**config.mk**
```make
export PLATFORM = sky130hd
export DESIGN_NAME = fetch_sequencer_flat
export DESIGN_NICKNAME = d
export VERILOG_FILES = /design/src/rtl/fetch_seq_pkg.sv /design/src/rtl/fetch_sequencer_if.sv /design/src/rtl/sat_counter.sv /design/src/rtl/fetch_sequencer.sv /design/src/flat_wrapper.sv
export SDC_FILE = /design/constraint.sdc
export NUM_CORES = 1
export LEC_CHECK = 0
export ABC_AREA = 1
export CAP_MARGIN = 15
export CELL_PAD_IN_SITES_DETAIL_PLACEMENT = 1
export CELL_PAD_IN_SITES_GLOBAL_PLACEMENT = 2
export CORE_MARGIN = 1.5
export CORE_UTILIZATION = 17
export CTS_BUF_LIST = sky130_fd_sc_hd__clkbuf_4
export DETAILED_ROUTE_END_ITERATION = 10
export HOLD_SLACK_MARGIN = 0.1
export PLACE_DENSITY = 0.88
export SYNTH_ARGS = -nofsm -noshare
export SYNTH_HDL_FRONTEND = slang
export SYNTH_SLANG_ARGS = --single-unit
export TNS_END_PERCENT = 10
```
**constraint.sdc**
```tcl
create_clock -name clk -period 1.8 [get_ports clk]
set_clock_uncertainty 0.15 [all_clocks]
set_input_delay 0.36 -clock clk [delete_from_list [all_inputs] [get_ports clk]]
set_output_delay 0.36 -clock clk [all_outputs]
set_load 0.02 [all_outputs]
```
**src/rtl/fetch_seq_pkg.sv**
```systemverilog
// Shared types and widths for the instruction-fetch controller.
package fetch_seq_pkg;

   localparam int unsigned PC_W    = 15;
   localparam int unsigned INSTR_W = 20;
   localparam int unsigned OPC_W   = 5;
   localparam int unsigned CNT_W   = 16;

   typedef enum logic [1:0] {
      BOOT = 2'd0,
      RUN  = 2'd1,
      HALT = 2'd2
   } state_e;

   localparam logic [OPC_W-1:0] HALT_OPC_DEF = 5'h1F;

   // Opcode field sits in the top bits of the instruction word.
   function automatic logic [OPC_W-1:0] opcode(input logic [INSTR_W-1:0] instr);
      return instr[INSTR_W-1 -: OPC_W];
   endfunction

endpackage

```
**src/rtl/fetch_sequencer_if.sv**
```systemverilog
// Loader, pipeline-control and instruction-memory signals of the fetch controller.
interface fetch_sequencer_if;
   import fetch_seq_pkg::*;

   logic               load_valid;
   logic [PC_W-1:0]    load_addr;
   logic [INSTR_W-1:0] load_data;
   logic               load_done;
   logic               boot_i;
   logic               resume_i;
   logic               stall_i;
   logic               flush_i;
   logic [PC_W-1:0]    pc_target_i;
   logic [INSTR_W-1:0] instr_f;
   logic [PC_W-1:0]    mem_addr;
   logic [INSTR_W-1:0] mem_wdata;
   logic               mem_we;
   logic [PC_W-1:0]    pc_f;
   logic               ifid_en;
   logic               ifid_clr;
   logic               load_gnt;
   logic               halted;
   logic [CNT_W-1:0]   fetch_count;

   // Environment side: loader, hazard unit, memory.
   modport master (
      output load_valid, load_addr, load_data, load_done, boot_i, resume_i,
             stall_i, flush_i, pc_target_i, instr_f,
      input  mem_addr, mem_wdata, mem_we, pc_f, ifid_en, ifid_clr, load_gnt,
             halted, fetch_count
   );

   // Controller side.
   modport slave (
      input  load_valid, load_addr, load_data, load_done, boot_i, resume_i,
             stall_i, flush_i, pc_target_i, instr_f,
      output mem_addr, mem_wdata, mem_we, pc_f, ifid_en, ifid_clr, load_gnt,
             halted, fetch_count
   );

endinterface

```
**src/rtl/sat_counter.sv**
```systemverilog
// Saturating up-counter with synchronous clear (clear wins over enable).
module sat_counter #(
   parameter int unsigned Width = 16
) (
   input  logic             clk,
   input  logic             reset,
   input  logic             clr_i,
   input  logic             en_i,
   output logic [Width-1:0] count_o
);

   logic [Width-1:0] count_q, count_d;

   // Next count: clear, else step unless already at all-ones.
   always_comb begin
      count_d = count_q;
      if (clr_i) begin
         count_d = '0;
      end else if (en_i && !(&count_q)) begin
         count_d = count_q + Width'(1);
      end
   end

   // Count register.
   always_ff @(posedge clk or negedge reset) begin
      if (!reset) begin
         count_q <= '0;
      end else begin
         count_q <= count_d;
      end
   end

   assign count_o = count_q;

endmodule

```
**src/rtl/fetch_sequencer.sv**
```systemverilog
// Instruction-fetch controller: owns the PC and the single imem port, shares the
// port with the program loader, and drives IF/ID enable/clear from stall/flush/halt.
module fetch_sequencer
   import fetch_seq_pkg::*;
#(
   parameter logic [PC_W-1:0]  RESET_PC = 15'h0000,
   parameter logic [OPC_W-1:0] HALT_OPC = HALT_OPC_DEF
) (
   input  logic              clk,
   input  logic              reset,
   fetch_sequencer_if.slave  bus
);

   localparam logic [1:0] ST_BOOT = BOOT;
   localparam logic [1:0] ST_RUN  = RUN;
   localparam logic [1:0] ST_HALT = HALT;

   logic [1:0]      state_q, state_d;
   logic [PC_W-1:0] pc_q, pc_d;
   logic            cnt_en, cnt_clr;
   logic            mem_we_raw;
   logic            halt_word;

   assign halt_word = (opcode(bus.instr_f) == HALT_OPC);

   // Next-state, PC and port/pipeline control; priority flush > halt > stall > advance.
   always_comb begin
      state_d      = state_q;
      pc_d         = pc_q;
      cnt_en       = 1'b0;
      cnt_clr      = 1'b0;
      mem_we_raw   = 1'b0;
      bus.mem_addr = pc_q;
      bus.ifid_en  = 1'b0;
      bus.ifid_clr = 1'b0;
      unique case (state_q)
         ST_BOOT: begin
            bus.mem_addr = bus.load_addr;
            mem_we_raw   = bus.load_valid;
            bus.ifid_clr = 1'b1;
            if (bus.load_done) begin
               state_d = ST_RUN;
               pc_d    = RESET_PC;
            end
         end
         ST_RUN: begin
            if (bus.flush_i) begin
               pc_d         = bus.pc_target_i;
               bus.ifid_clr = 1'b1;
            end else if (halt_word) begin
               // HALT word still latches into IF/ID; PC parks on it.
               bus.ifid_en = 1'b1;
               state_d     = ST_HALT;
            end else if (!bus.stall_i) begin
               pc_d        = pc_q + PC_W'(1);
               bus.ifid_en = 1'b1;
               cnt_en      = 1'b1;
            end
         end
         ST_HALT: begin
            bus.ifid_clr = 1'b1;
            if (bus.boot_i) begin
               state_d = ST_BOOT;
               cnt_clr = 1'b1;
            end else if (bus.resume_i) begin
               state_d = ST_RUN;
               pc_d    = pc_q + PC_W'(1);
            end else if (bus.flush_i) begin
               // An older branch resolving behind the HALT word still redirects.
               pc_d = bus.pc_target_i;
            end
         end
         default: begin
            state_d = ST_BOOT;
         end
      endcase
   end

   // A loader write coinciding with reset assertion is dropped.
   assign bus.mem_we    = mem_we_raw & reset;
   assign bus.mem_wdata = bus.load_data;
   assign bus.pc_f      = pc_q;
   assign bus.load_gnt  = (state_q == ST_BOOT);
   assign bus.halted    = (state_q == ST_HALT);

   // State and PC registers.
   always_ff @(posedge clk or negedge reset) begin
      if (!reset) begin
         state_q <= ST_BOOT;
         pc_q    <= RESET_PC;
      end else begin
         state_q <= state_d;
         pc_q    <= pc_d;
      end
   end

   sat_counter #(
      .Width (CNT_W)
   ) u_fetch_cnt (
      .clk     (clk),
      .reset   (reset),
      .clr_i   (cnt_clr),
      .en_i    (cnt_en),
      .count_o (bus.fetch_count)
   );

endmodule

```
**src/flat_wrapper.sv**
```systemverilog
// flat-port wrapper written by rule: the top's interface ports become plain ports
module fetch_sequencer_flat import fetch_seq_pkg::*;
#(
   parameter logic [PC_W-1:0]  RESET_PC = 15'h0000,
   parameter logic [OPC_W-1:0] HALT_OPC = HALT_OPC_DEF
)
  (clk, reset, bus_load_valid, bus_load_addr, bus_load_data, bus_load_done, bus_boot_i, bus_resume_i, bus_stall_i, bus_flush_i, bus_pc_target_i, bus_instr_f, bus_mem_addr, bus_mem_wdata, bus_mem_we, bus_pc_f, bus_ifid_en, bus_ifid_clr, bus_load_gnt, bus_halted, bus_fetch_count);
  fetch_sequencer_if bus_i ();
  input  logic clk;
  input  logic reset;
  input wire logic [$bits(bus_i.load_valid)-1:0] bus_load_valid;
  input wire logic [$bits(bus_i.load_addr)-1:0] bus_load_addr;
  input wire logic [$bits(bus_i.load_data)-1:0] bus_load_data;
  input wire logic [$bits(bus_i.load_done)-1:0] bus_load_done;
  input wire logic [$bits(bus_i.boot_i)-1:0] bus_boot_i;
  input wire logic [$bits(bus_i.resume_i)-1:0] bus_resume_i;
  input wire logic [$bits(bus_i.stall_i)-1:0] bus_stall_i;
  input wire logic [$bits(bus_i.flush_i)-1:0] bus_flush_i;
  input wire logic [$bits(bus_i.pc_target_i)-1:0] bus_pc_target_i;
  input wire logic [$bits(bus_i.instr_f)-1:0] bus_instr_f;
  output wire logic [$bits(bus_i.mem_addr)-1:0] bus_mem_addr;
  output wire logic [$bits(bus_i.mem_wdata)-1:0] bus_mem_wdata;
  output wire logic [$bits(bus_i.mem_we)-1:0] bus_mem_we;
  output wire logic [$bits(bus_i.pc_f)-1:0] bus_pc_f;
  output wire logic [$bits(bus_i.ifid_en)-1:0] bus_ifid_en;
  output wire logic [$bits(bus_i.ifid_clr)-1:0] bus_ifid_clr;
  output wire logic [$bits(bus_i.load_gnt)-1:0] bus_load_gnt;
  output wire logic [$bits(bus_i.halted)-1:0] bus_halted;
  output wire logic [$bits(bus_i.fetch_count)-1:0] bus_fetch_count;
  assign bus_i.load_valid = bus_load_valid;
  assign bus_i.load_addr = bus_load_addr;
  assign bus_i.load_data = bus_load_data;
  assign bus_i.load_done = bus_load_done;
  assign bus_i.boot_i = bus_boot_i;
  assign bus_i.resume_i = bus_resume_i;
  assign bus_i.stall_i = bus_stall_i;
  assign bus_i.flush_i = bus_flush_i;
  assign bus_i.pc_target_i = bus_pc_target_i;
  assign bus_i.instr_f = bus_instr_f;
  assign bus_mem_addr = bus_i.mem_addr;
  assign bus_mem_wdata = bus_i.mem_wdata;
  assign bus_mem_we = bus_i.mem_we;
  assign bus_pc_f = bus_i.pc_f;
  assign bus_ifid_en = bus_i.ifid_en;
  assign bus_ifid_clr = bus_i.ifid_clr;
  assign bus_load_gnt = bus_i.load_gnt;
  assign bus_halted = bus_i.halted;
  assign bus_fetch_count = bus_i.fetch_count;
  fetch_sequencer #(.RESET_PC(RESET_PC), .HALT_OPC(HALT_OPC)) u_core (.clk(clk), .reset(reset), .bus(bus_i));
endmodule
```
# After elaboration in Yosys (flattened, before gate mapping)

Cells that the tools add are included.

Bits in writable memories: 0
Bits of input ports: 78
Flip-flop bits (word level): 33
Bits in read-only memories: 0
Latch bits: 0
Memories: 0
Output and inout port bits: 71

Divide/modulo/power cells: 0
Order comparisons: 0
Equal/unequal tests: 11
Mux-type cells: 29
Bitwise logic cells: 1
Shift operators: 0
Reduce and logical (&&, ||, !) cells: 9
$add $sub $neg: 2
Multiply operators: 0

Operators by type and width:

| cell                                                 | number |
|---|---|
| two-way mux 15 bit                                   | 8 |
| one-hot mux 15 bit (3 select lines)                  | 1 |
| two-way mux 16 bit                                   | 2 |
| adder 16 x 1 -> 16 bit (second input constant)       | 1 |
| AND reduction 16 bit                                 | 1 |
| adder 15 x 1 -> 15 bit (second input constant)       | 1 |
| != test 3 bit (second input constant)                | 4 |
| two-way mux 1 bit                                    | 11 |
| two-way mux 2 bit                                    | 5 |
| != test 2 bit (second input constant)                | 3 |
| one-hot mux 2 bit (3 select lines)                   | 1 |
| AND reduction 6 bit                                  | 1 |
| equality test 5 bit (second input constant)          | 1 |
| AND reduction 4 bit                                  | 1 |
| nonzero test 3 bit                                   | 1 |
| equality test 2 x 1 -> 1 bit (second input constant) | 1 |
| equality test 2 bit (second input constant)          | 1 |
| logical NOT 2 bit                                    | 1 |
| != test 2 x 1 -> 1 bit (second input constant)       | 1 |
| one-hot mux 1 bit (2 select lines)                   | 1 |
| nonzero test 2 bit                                   | 1 |
| OR reduction 2 bit                                   | 1 |
| bitwise AND 1 bit                                    | 1 |
| logical AND 1 bit                                    | 1 |
| logical NOT 1 bit                                    | 1 |

# Logic depth before layout (Yosys ltp)

Depth in word-level cells: 7
Mapped depth: 11
Mapped depth without buffers: 10

# Cells and area by module

From an unflattened synthesis, not the netlist that was laid out.

Cell total of the unflattened synthesis: 429
Area total of the unflattened synthesis: 2725.1 µm²

Modules (own cells, without submodules):

| module          | area an instance (µm²) | cells an instance | seq. area each (µm²) | instances |
|---|---|---|---|---|
| fetch_sequencer | 1717.9                 | 283               | 425.4                | 1 |
| sat_counter     | 1007.2                 | 146               | 400.4                | 1 |

# Least setup slack after synthesis

Ideal clock, no wire load.

Path kind: register -> output
From: register u_core.state_q[0]
To: output bus_mem_addr[11]
Cell stages (with the launch flop): 6
Path buffers: 2
Setup slack: -0.322 ns
Data required time: 1.290 ns
Data arrival time: 1.612 ns
Path through: dfrtp_1 > inv_1 > ha_1 > clkbuf_1 > clkbuf_1 > o21ai_0

Cells in the longest elaborated chain, start to end: 2

Ends and longest elaborated chain:

| element                  | RTL line              | text |
|---|---|---|
| start: declaration       | fetch_sequencer.sv:18 | `logic [1:0] state_q, state_d;` |
| start signal: assignment | fetch_sequencer.sv:92 | `state_q <= state_d;` |
| logical NOT 2 bit        | -                     |  |
| via bus_load_gnt         | flat_wrapper.sv:27    | `output wire logic [$bits(bus_i.load_gnt)-1:0] bus_load_gnt;` |
| two-way mux 15 bit       | fetch_sequencer.sv:36 | `unique case (state_q)` |
| end: declaration         | flat_wrapper.sv:21    | `output wire logic [$bits(bus_i.mem_addr)-1:0] bus_mem_addr;` |

The timed path passes the listed nets, and every way through them passes these cells.

# Final worst setup path

From: register u_core.state_q[1]
To: output bus_mem_addr[5]

Cells in the longest elaborated chain, start to end: 2

Ends and longest elaborated chain:

| element            | RTL line |
|---|---|
| logical NOT 2 bit  | fetch_sequencer.sv:36 |
| two-way mux 15 bit | fetch_sequencer.sv:36 |

No other way between the ends.

==> out/metrics.yaml <==
logic_synthesis:
  synth.distinct_cells: 30
  syn_area_per_cell_um2: 6.37
  yosys.area.top_type: "dfrtp_1"
  synth.top_cell.area_share_pct: 31.0
  synthFlopType: "dfrtp_1"
  post_synth_main_area_contributors: "dfrtp_1, nand2_1, buf_4"
  synth-seq-cells: 33
  yosysWarnings: 0
  synthArstFlopShare_pct: 100
  synth_most_common_cell: "nand2_1"
  synth_edf_count: 0
  netlist_area_mm2: 0.00267
  synth_nets: 503
  yosys-top-cells-count: "nand2_1, dfrtp_1, nand3_1, inv_1, nor2_1"
  synthCells: 419
  ys_seq_area_share_pct: 31.0
run_status:
  violations: "negative setup slack"
  status: "finished with violations"
placed_design:
  dp_hpwl_um: 7910
  gp_congestion: 0.863
  port_buffers: 93
  place_area_mm2: 0.00412
  post-place-cells: 736
  place_ws_ns: -0.476
timing:
  setup_viol: 22
  fin_crit_ns: 2.06
  rsz0062_at_grt: "yes"
  tightest_slew_ns: 0.484
  drv_slew: 0
  hold_viol_final: 0
  setup_slack_ns: -0.257
  timing.final.crit_share_pct: 114
  max_freq_mhz: 486
  relSlewSlack_pct: 67.7
power:
  p_per_area_mw_per_mm2: 1280
  pwr-share-seq_pct: 19.2
  p_sw_share_pct: 47.1
  p_int_uw: 2980
  p_switching_uw: 2650
  p_comb_share_pct: 73.0
  p_leak_uw: 0.00215
  peakVddDrop_uv: 564
  pwr-share-clk_pct: 7.8
global_routing:
  grtUsageMet2_pct: 24.9
  use_met3_pct: 3.05
  grt_overflow: 0
  busiest_layer: "met2"
  antenna_found_initial: 0
  grt_start_max_net_pins: 34
  track_usage_pct: 13.3
  use_met1_pct: 15.2
  grt_first_pass_wirelength_um: 17100
  grt_pass1_vias: 3484
cells_and_area:
  seqCellArea_um2: 826
  fillers: 1883
  layout.nets: 622
  stdcell_count: 749
  antenna_cells: 0
  fin_area_mm2: 0.00442
  area_growth_pct: 65.6
  drive_gt1_share_pct: 24.9
  multiInputGateArea_mm2: 0.00172
floorplanning:
  io_pins: 149
  num_rows: 45
  die_x_um: 128
  dieHeight_um: 128
  core_mm2: 0.0153
  die_area_mm2: 0.0165
  start_util_pct: 17.5
setup_path:
  worst-setup-path-type: "flop to output port"
  cpMaxStageDelayCell: "dfrtp_1"
  cp-end-kind: "output port"
  crit_path_max_fanout: 6
  required_ns: 1.29
  crit_arrival_ns: 1.55
  critPathLaunchType: "flop"
  cp_slowest_stage_delay_ns: 0.41
  worstPathCellList: "inv_2 -> ha_4 -> buf_6 -> inv_4 -> buf_12 -> nand2_2 -> nand2_2 -> buf_6"
min_path:
  hold_path.class: "flop to flop"
drt:
  post_drt_wl_per_cell_um: 14.3
  drc_errors: 0
  detail-route-antenna-nets: 0
  finalWirelength_um: 10700
  via_per_inst: 4.32
  drt_iter0_markers: 163
  vias: 3234
  dr.pass1.iters: 4
clock_tree:
  path_clk_slew_ns: 0.11
  root_buffer: "clkbuf_4"
  clkLatencyLatePin_ns: 0.35
  clock_path_buffers: 2
  clkSinkCount: 33
  cts_tree: "built"
  numCtsBuffers: 5
  htreeDepth: 2
run:
  cap_violations: 0
## cells in the final DEF, fill, tap and decap left out, types with 2 or more instances in the layout
cell type and count:
clkbuf_4 6, nand3_2 3, nand2_1 165, nand2_4 2
a21oi_1 4, a22oi_1 2, o21ai_2 9, clkdlybuf4s50_1 41
xnor2_1 2, nand3_1 28, nor2_1 24, clkdlybuf4s15_1 2
buf_16 2, o21ai_4 2, nor3_2 2, or2_2 2
ha_4 3, ha_1 3, buf_2 2, and2_1 2
nand4_1 20, o21ai_1 7, nand3b_1 3, nor2_4 3
o21bai_1 4, dfrtp_1 33, o21ai_0 3, inv_1 24
inv_2 5, nor2_2 5, buf_6 23, buf_12 8
buf_4 34, dlygate4sd2_1 29, xor2_1 3, nand2_2 19
## sequential cells by signal (all words and copies together) (netlist names)
register	flops
u_core.bus.pc_f	15
u_core.state_q	2
u_core.u_fetch_cnt.count_o	16
## metrics by stage
step	total power, uW	setup TNS, ns	hold WS [ns]	util [%]
after global placement	4580	-11.59	0.361	27.0
after detailed placement	4650	-13.10	0.385	27.0
after floorplan	2930	-0.161	-0.0856	-
final	5630	-4.59	0.458	28.9
after global routing	6030	-9.79	0.486	28.9
after CTS	5600	-6.54	-0.0213	28.4
## per-layer routing
layer	vias up	routed length, um
met4	0	117
met3	18	477
met1	1577	4440
met5	-	0
met2	69	5650
li1	1570	-
## critical path: cells and delay by family (launching register included)
kind                     cells  cell delay [ns]
flip-flops                   1             0.41
AND/OR/NAND/NOR              2             0.10
buffers and inverters        5             0.50
adder cells (fa/ha/maj)      1             0.17
## power groups by stage
stage | Clock [uW] | Combinational [uW] | Sequential, uW
5_1_grt | 491 | 4440 | 1100
4_1_cts | 471 | 4060 | 1070
3_3_place_gp | 0 | 3510 | 1070
2_1_floorplan | 0 | 1610 | 1320
3_5_place_dp | 0 | 3570 | 1080
6_report | 440 | 4110 | 1080
## worst paths after layout
| check | start | to | slack, ns | cells past startpoint |
|---|---|---|---|---|
| max in group asynchronous | reset | u_core.bus.pc_f[11]$_DFFE_PN0P_ | 0.67 | 3 |
| min reg2reg | u_core.bus.pc_f[14]$_DFFE_PN0P_ | u_core.bus.pc_f[14]$_DFFE_PN0P_ | 0.46 | 3 |
| max reg2reg | u_core.state_q[0]$_DFFE_PN0P_ | u_core.bus.pc_f[0]$_DFFE_PN0P_ | -0.02 | 10 |
| min | u_core.bus.pc_f[14]$_DFFE_PN0P_ | u_core.bus.pc_f[14]$_DFFE_PN0P_ | 0.46 | 3 |
| max | u_core.state_q[1]$_DFFE_PN0P_ | bus_mem_addr[5] | -0.26 | 8 |
| min in group asynchronous | reset | u_core.state_q[1]$_DFFE_PN0P_ | 0.50 | 3 |
## timing repair
| action | CTS | global route |
|---|---|---|
| gates resized for setup | 176 | 27 |
| pin swaps | 7 | 3 |
| setup endpoints to repair | 82 | 55 |
| hold endpoints to repair | 33 | 33 |
| setup buffers | 3 | 0 |
| cloned | 2 | 0 |
## cell families after synthesis
group                    synth area share [%]
flip-flops                               31.0
adder cells (fa/ha/maj)                  2.81
AO/OA/AOI/OAI                            6.61
buffers and inverters                    12.0
AND/OR/NAND/NOR                          46.0
XOR/XNOR                                 1.64
## area by class of cell
class / count / area share (%)
inverters: 31 / 2.80
clock buffers: 6 / 1.02
repair buffers: 142 / 32.5
well taps: 211 / 5.98
multi-input cells: 325 / 39.0
flip-flops and latches: 33 / 18.7
clock inverters: 1 / 0.0850
(Power assumes the default switching activity.)
==> RTL change 1, RTL diff (same flow settings) <==
The package constant `PC_W` goes from 15 to 30.
--- a/src/rtl/fetch_seq_pkg.sv
+++ b/src/rtl/fetch_seq_pkg.sv
@@ -3,3 +3,3 @@
 
-   localparam int unsigned PC_W    = 15;
+   localparam int unsigned PC_W    = 30;
    localparam int unsigned INSTR_W = 20;
Ports: changed (resized bus_load_addr, bus_mem_addr, bus_pc_f and bus_pc_target_i); port bits go from 149 to 209. No check against the original RTL was run, so the function may have changed too.
==> RTL change 1 against the unedited design <==
  * Routed wire length increased by 74%
  * Sequential share of layout area down 0.78 points
  * The run still ends with negative setup slack left
  * Highest routed layer unchanged
  * Largest cell class unchanged
  * Clock power grew 41%
  * Critical endpoint is now bus_mem_addr[12]
  * Setup slack lost 0.25 ns
  * First-iteration DRC count rose by 2.5%
  * Critical path type unchanged
  * Via count is 59% higher
  * Area after synthesis grew 55%
  * Maximum frequency fell by 11%
  * Cell area increased by 54%
  * Power is 75% higher
  * Sequential cell count rose by 15
  * Sequential power up 73%
==> RTL change 1: results (changes against the unedited design) <==
[outcome]
outcome = finished with violations
violations = negative setup slack

[synth]
synth_nets = 801  ; +59%
syn_area_mm2 = 0.00413  ; +55%
synthTopCellsByCount = 305 x nand2_1, 72 x nor2_1, 59 x inv_1
netlist_top_cells_area = dfrtp_1 29%, nand2_1 28%, nor2_1 6.5%
yosysUniqueCellTypes = 35  ; +17%

[final_layout]
antennaDiodeCount = 2  ; +2
clock_area_frac = 0.00899  ; -0.00205
nClkBuffers = 7  ; +1
nFlopsAndLatches = 48  ; +45%
multi_input_area_mm2 = 0.00256  ; +49%
largest_register_ffs = 30  ; +14
inverters = 62  ; +100%
final_nets = 1026  ; +65%
signal_buffers = 255  ; +80%
drive_above_1_share = 0.258  ; +0.00889
multi_input_cells = 538  ; +66%
multi_input_area_share = 0.375  ; -0.0142
buffer_area_frac = 0.342  ; +0.0177
fillers = 3006  ; +60%
sh_seq_area = 0.179  ; -0.00782

[place]
gp_congestion = 0.841  ; -2.6%
io_buffers = 153  ; +65%
dp_slack_ns = -0.719  ; -0.243 ns
placed_cell_area_mm2 = 0.00660  ; +60%

[power]
p_seq_mw = 1.87  ; +73%
ir_worst_vdd_mv = 0.543  ; -3.7%
switchingPower_mw = 5.06  ; +91%
leakage_nw = 3.28  ; +53%
p_sw_frac = 0.513  ; +0.0423

[clocking]
cts.clk_slew.worst_paths_ns = 0.18  ; +0.07 ns
ctsResizeCount = 284  ; +61%
root_buffer = clkbuf_4
clock_latency_ns = 0.43  ; +0.08 ns

[flow_run]
cap_violations = 0  ; unchanged

[global_route]
antenna_found_initial = 1  ; +1
grt_pass1_vias = 5503  ; +58%
grt_usage = 0.148  ; +0.0150
grt_max_degree = 49  ; +44%
grt_pass1_wl_mm = 29.7  ; +73%

[routing]
detailroute.via_count = 5156  ; +59%
viasPerCell = 4.19  ; -3.1%
drt_iter0_drc = 167  ; +2.5%
routed_wl_mm = 18.6  ; +74%

[setup_path]
critPathMaxStageDelay_ns = 0.41  ; about the same
cp.arrival_ns = 1.79  ; +0.24 ns

[timing]
setup_viol = 82  ; +270%
fin_ws_ns = -0.504  ; -0.247 ns
fin_tns_setup_ns = -26.17  ; -21.58 ns

## RTL change 1: tightest hold or removal path: cells and delay by family
family | cells | cell delay (ns)
and+or+nand+nor | 4 | 0.20
buffers and inverters | 1 | 0.40
## RTL change 1: kinds of logic (layout without fill, tap and decap cells)
family / count (synthesis) / in the layout / synth area share
and+or+nand+nor: 443 / 444 / 0.441
other: 0 / 2 / 0
xor gates and xnor gates: 16 / 16 / 0.0340
adders and majority gates: 8 / 8 / 0.0243
AOI/OAI and AO/OA: 69 / 69 / 0.0858
buffers and inverters: 100 / 325 / 0.122
DFF: 48 / 48 / 0.291
muxes: 1 / 1 / 0.00273
## RTL change 1: routing by layer
metal	track usage	vias up	wire length [um]
met3	0.0248	7	797
met5	0	-	0
met4	0.0234	0	104
met1	0.190	2463	8510
li1	-	2577	-
met2	0.260	109	9200
## RTL change 1: path summary, 6_finish.rpt
kind | startpoint | end | slack [ns] | depth (start not counted)
worst max-delay path | u_core.state_q[1]$_DFFE_PN0P_ | bus_mem_addr[12] | -0.50 | 7
worst min-delay path | bus_pc_target_i[23] | u_core.bus.pc_f[23]$_DFFE_PN0P_ | 0.41 | 5
worst max register to register | u_core.state_q[1]$_DFFE_PN0P_ | u_core.bus.pc_f[15]$_DFFE_PN0P_ | -0.35 | 12
worst min register to register | u_core.u_fetch_cnt.count_o[12]$_DFFE_PN0P_ | u_core.u_fetch_cnt.count_o[12]$_DFFE_PN0P_ | 0.43 | 2
max in group asynchronous | reset | u_core.bus.pc_f[9]$_DFFE_PN0P_ | 0.39 | 3
min in group asynchronous | reset | u_core.u_fetch_cnt.count_o[1]$_DFFE_PN0P_ | 0.56 | 3
==> RTL change 2, RTL diff (config.mk and constraints unchanged) <==
Made on the original files. Reset style: synchronous (`reset`), changed in 2 clocked blocks.
--- a/src/rtl/sat_counter.sv
+++ b/src/rtl/sat_counter.sv
@@ -24,3 +24,3 @@
    // Count register.
-   always_ff @(posedge clk or negedge reset) begin
+   always_ff @(posedge clk) begin
       if (!reset) begin
--- a/src/rtl/fetch_sequencer.sv
+++ b/src/rtl/fetch_sequencer.sv
@@ -86,3 +86,3 @@
    // State and PC registers.
-   always_ff @(posedge clk or negedge reset) begin
+   always_ff @(posedge clk) begin
       if (!reset) begin
Formal check against the unedited RTL: differs if reset is asserted again (counterexample within 4 cycles, from zero or initial values and one cycle with reset low); with reset held inactive, the same outputs for 4 cycles.
==> RTL change 2 against the unedited design <==
  * The run still ends with negative setup slack left
  * Synthesized cell count grew 2.9%
  * Routed wire length is 1.8% higher
  * Setup slack gained 0.031 ns
  * Register-to-register slack worse by 0.14 ns
  * Sequential cell count did not move
  * Non-clock buffer count rose by 15
  * Cell count stayed put
  * Critical endpoint is now bus_mem_addr[12]
  * Die area is 3.0% lower
  * Cell area shrank 0.88%
  * Clock power rose by 4%
  * Area after synthesis decreased by 3.0%
  * Power is 15% lower
  * Critical path depth decreased by 2
  * Largest cell class unchanged
==> RTL change 2: results (changes against the unedited design) <==
[synth]
synthFlopType = dfxtp_1
synth_nets = 516  ; +2.6%
synthTopCellsByCount = 160 x nand2_1, 42 x inv_1, 37 x nor2_1
yosysSeqAreaShare = 0.255  ; -0.0541
yosysUniqueCellTypes = 33  ; +10%
netlist_top_cells_area = dfxtp_1 26%, nand2_1 23%, a21oi_1 6.8%
ys_async_sr_fraction = 0  ; -1.00

[place]
io_buffers = 93  ; unchanged
dp_hpwl_mm = 8.39  ; +6.2%

[routing]
drt_iter0_drc = 67  ; -59%
detailroute.via_count = 3208  ; -0.80%
routed_wl_mm = 10.9  ; +1.8%
wirelength_met1_mm = 4.57  ; +3.1%

[global_route]
grt_usage = 0.133  ; about the same
grt_pass1_vias = 3425  ; -1.7%
use_met1 = 0.155  ; +0.00300
grt_pass1_wl_mm = 17.0  ; -0.68%
grt_use_met2 = 0.256  ; +0.00729
met3_usage = 0.0228  ; -0.00769

[setup_path]
cp.arrival_ns = 1.52  ; -0.03 ns
rr_worst_depth = 12  ; +2
worstPathMaxFanout = 8  ; +2
r2r_slack_ns = -0.16  ; -0.14 ns
critPathMaxStageDelay_ns = 0.37  ; -0.04 ns
slowest_stage = dfxtp_2

[timing]
setup_viol = 39  ; +77%
max_slew_margin = 0.736  ; +0.0585
holdWs_ns = 0.374  ; -0.0844 ns
fin_tns_setup_ns = -5.95  ; -1.36 ns
fin_ws_ns = -0.226  ; +0.0307 ns

[outcome]
outcome = finished with violations
violations = negative setup slack

[final_layout]
drive_above_1_share = 0.304  ; +0.0554
final_nets = 649  ; +4.3%

[clocking]
cts.clk_slew.worst_paths_ns = 0.14  ; +0.03 ns

[worst_hold_path]
whs_path_depth = 2  ; -1

[power]
ir_worst_vdd_mv = 0.449  ; -20%
leakage_nw = 1.92  ; -11%

## RTL change 2: changes by cell type in the layout (fill, tap and decap cells not counted), sizes merged, moves of 6 or more
| cell | unedited run | this run |
|---|---|---|
| dfxtp | 0 | 33 |
| inv | 30 | 43 |
| buf | 69 | 82 |
| nor3 | 3 | 11 |
| dfrtp | 33 | 0 |
| nand2 | 186 | 162 |
| o21ai | 21 | 27 |
| a21oi | 4 | 38 |
| nand4 | 20 | 2 |
| nand3 | 31 | 20 |
| nor2 | 33 | 41 |
## RTL change 2: final cells by class
class / count / area (um^2)
tap: 184 / 230
inverter: 44 / 173
multi-input combinational: 323 / 1760
fill: 1854 / 10300
clock inverter: 2 / 10.0
timing repair buffer: 157 / 1490
clock buffer: 6 / 45.0
sequential: 33 / 668
## RTL change 2: final timing paths
| kind | to | from |
|---|---|---|
| max | bus_mem_addr[12] | u_core.state_q[0]$_SDFFE_PN0P_ |
| min | u_core.u_fetch_cnt.count_o[15]$_SDFFE_PP0P_ | u_core.u_fetch_cnt.count_o[15]$_SDFFE_PP0P_ |
| max reg2reg | u_core.bus.pc_f[14]$_SDFFE_PN0P_ | u_core.state_q[0]$_SDFFE_PN0P_ |
| min reg2reg | u_core.u_fetch_cnt.count_o[15]$_SDFFE_PP0P_ | u_core.u_fetch_cnt.count_o[15]$_SDFFE_PP0P_ |
## RTL change 2: logic make-up (layout without fill, tap and decap cells)
family,count (synthesis),count (layout),synth area share
buf+inv,75,209,0.153
xor+xnor,10,10,0.0339
flops,33,33,0.255
simple gates,238,238,0.384
fa+ha+maj,7,7,0.0339
compound gates,68,68,0.139
## RTL change 2: stage by stage
stage	cells	setup slack, ns
after global placement	727	-0.541
after floorplan	431	-0.0229
after global routing	749	-0.274
after detailed placement	727	-0.556
after CTS	746	-0.210
final	749	-0.226
## RTL change 2: power breakdown
| part | internal, mW | switching (mW) | total, mW |
|---|---|---|---|
| logic | 1.67 | 1.79 | 3.46 |
| registers | 0.791 | 0.0555 | 0.846 |
| clock network | 0.164 | 0.292 | 0.457 |
| total | 2.62 | 2.14 | 4.76 |
## RTL change 2: timing repair
item | in CTS | in global routing
buffers inserted | 10 | 2
gates cloned | 1 | 3
pin swaps | 9 | 18
endpoints found under the setup margin | 84 | 54
gates resized for setup | 181 | 67
## RTL change 2: worst register-to-register path: stages (launching register included)
cell     delay (ns)
dfxtp_2        0.39
inv_2          0.06
buf_6          0.12
ha_4           0.15
buf_6          0.12
nand2_4        0.06
o21ai_2        0.05
nor3_2         0.20
nand2_2        0.10
nor2_4         0.14
buf_6          0.16
nand2_1        0.06
a21oi_1        0.12
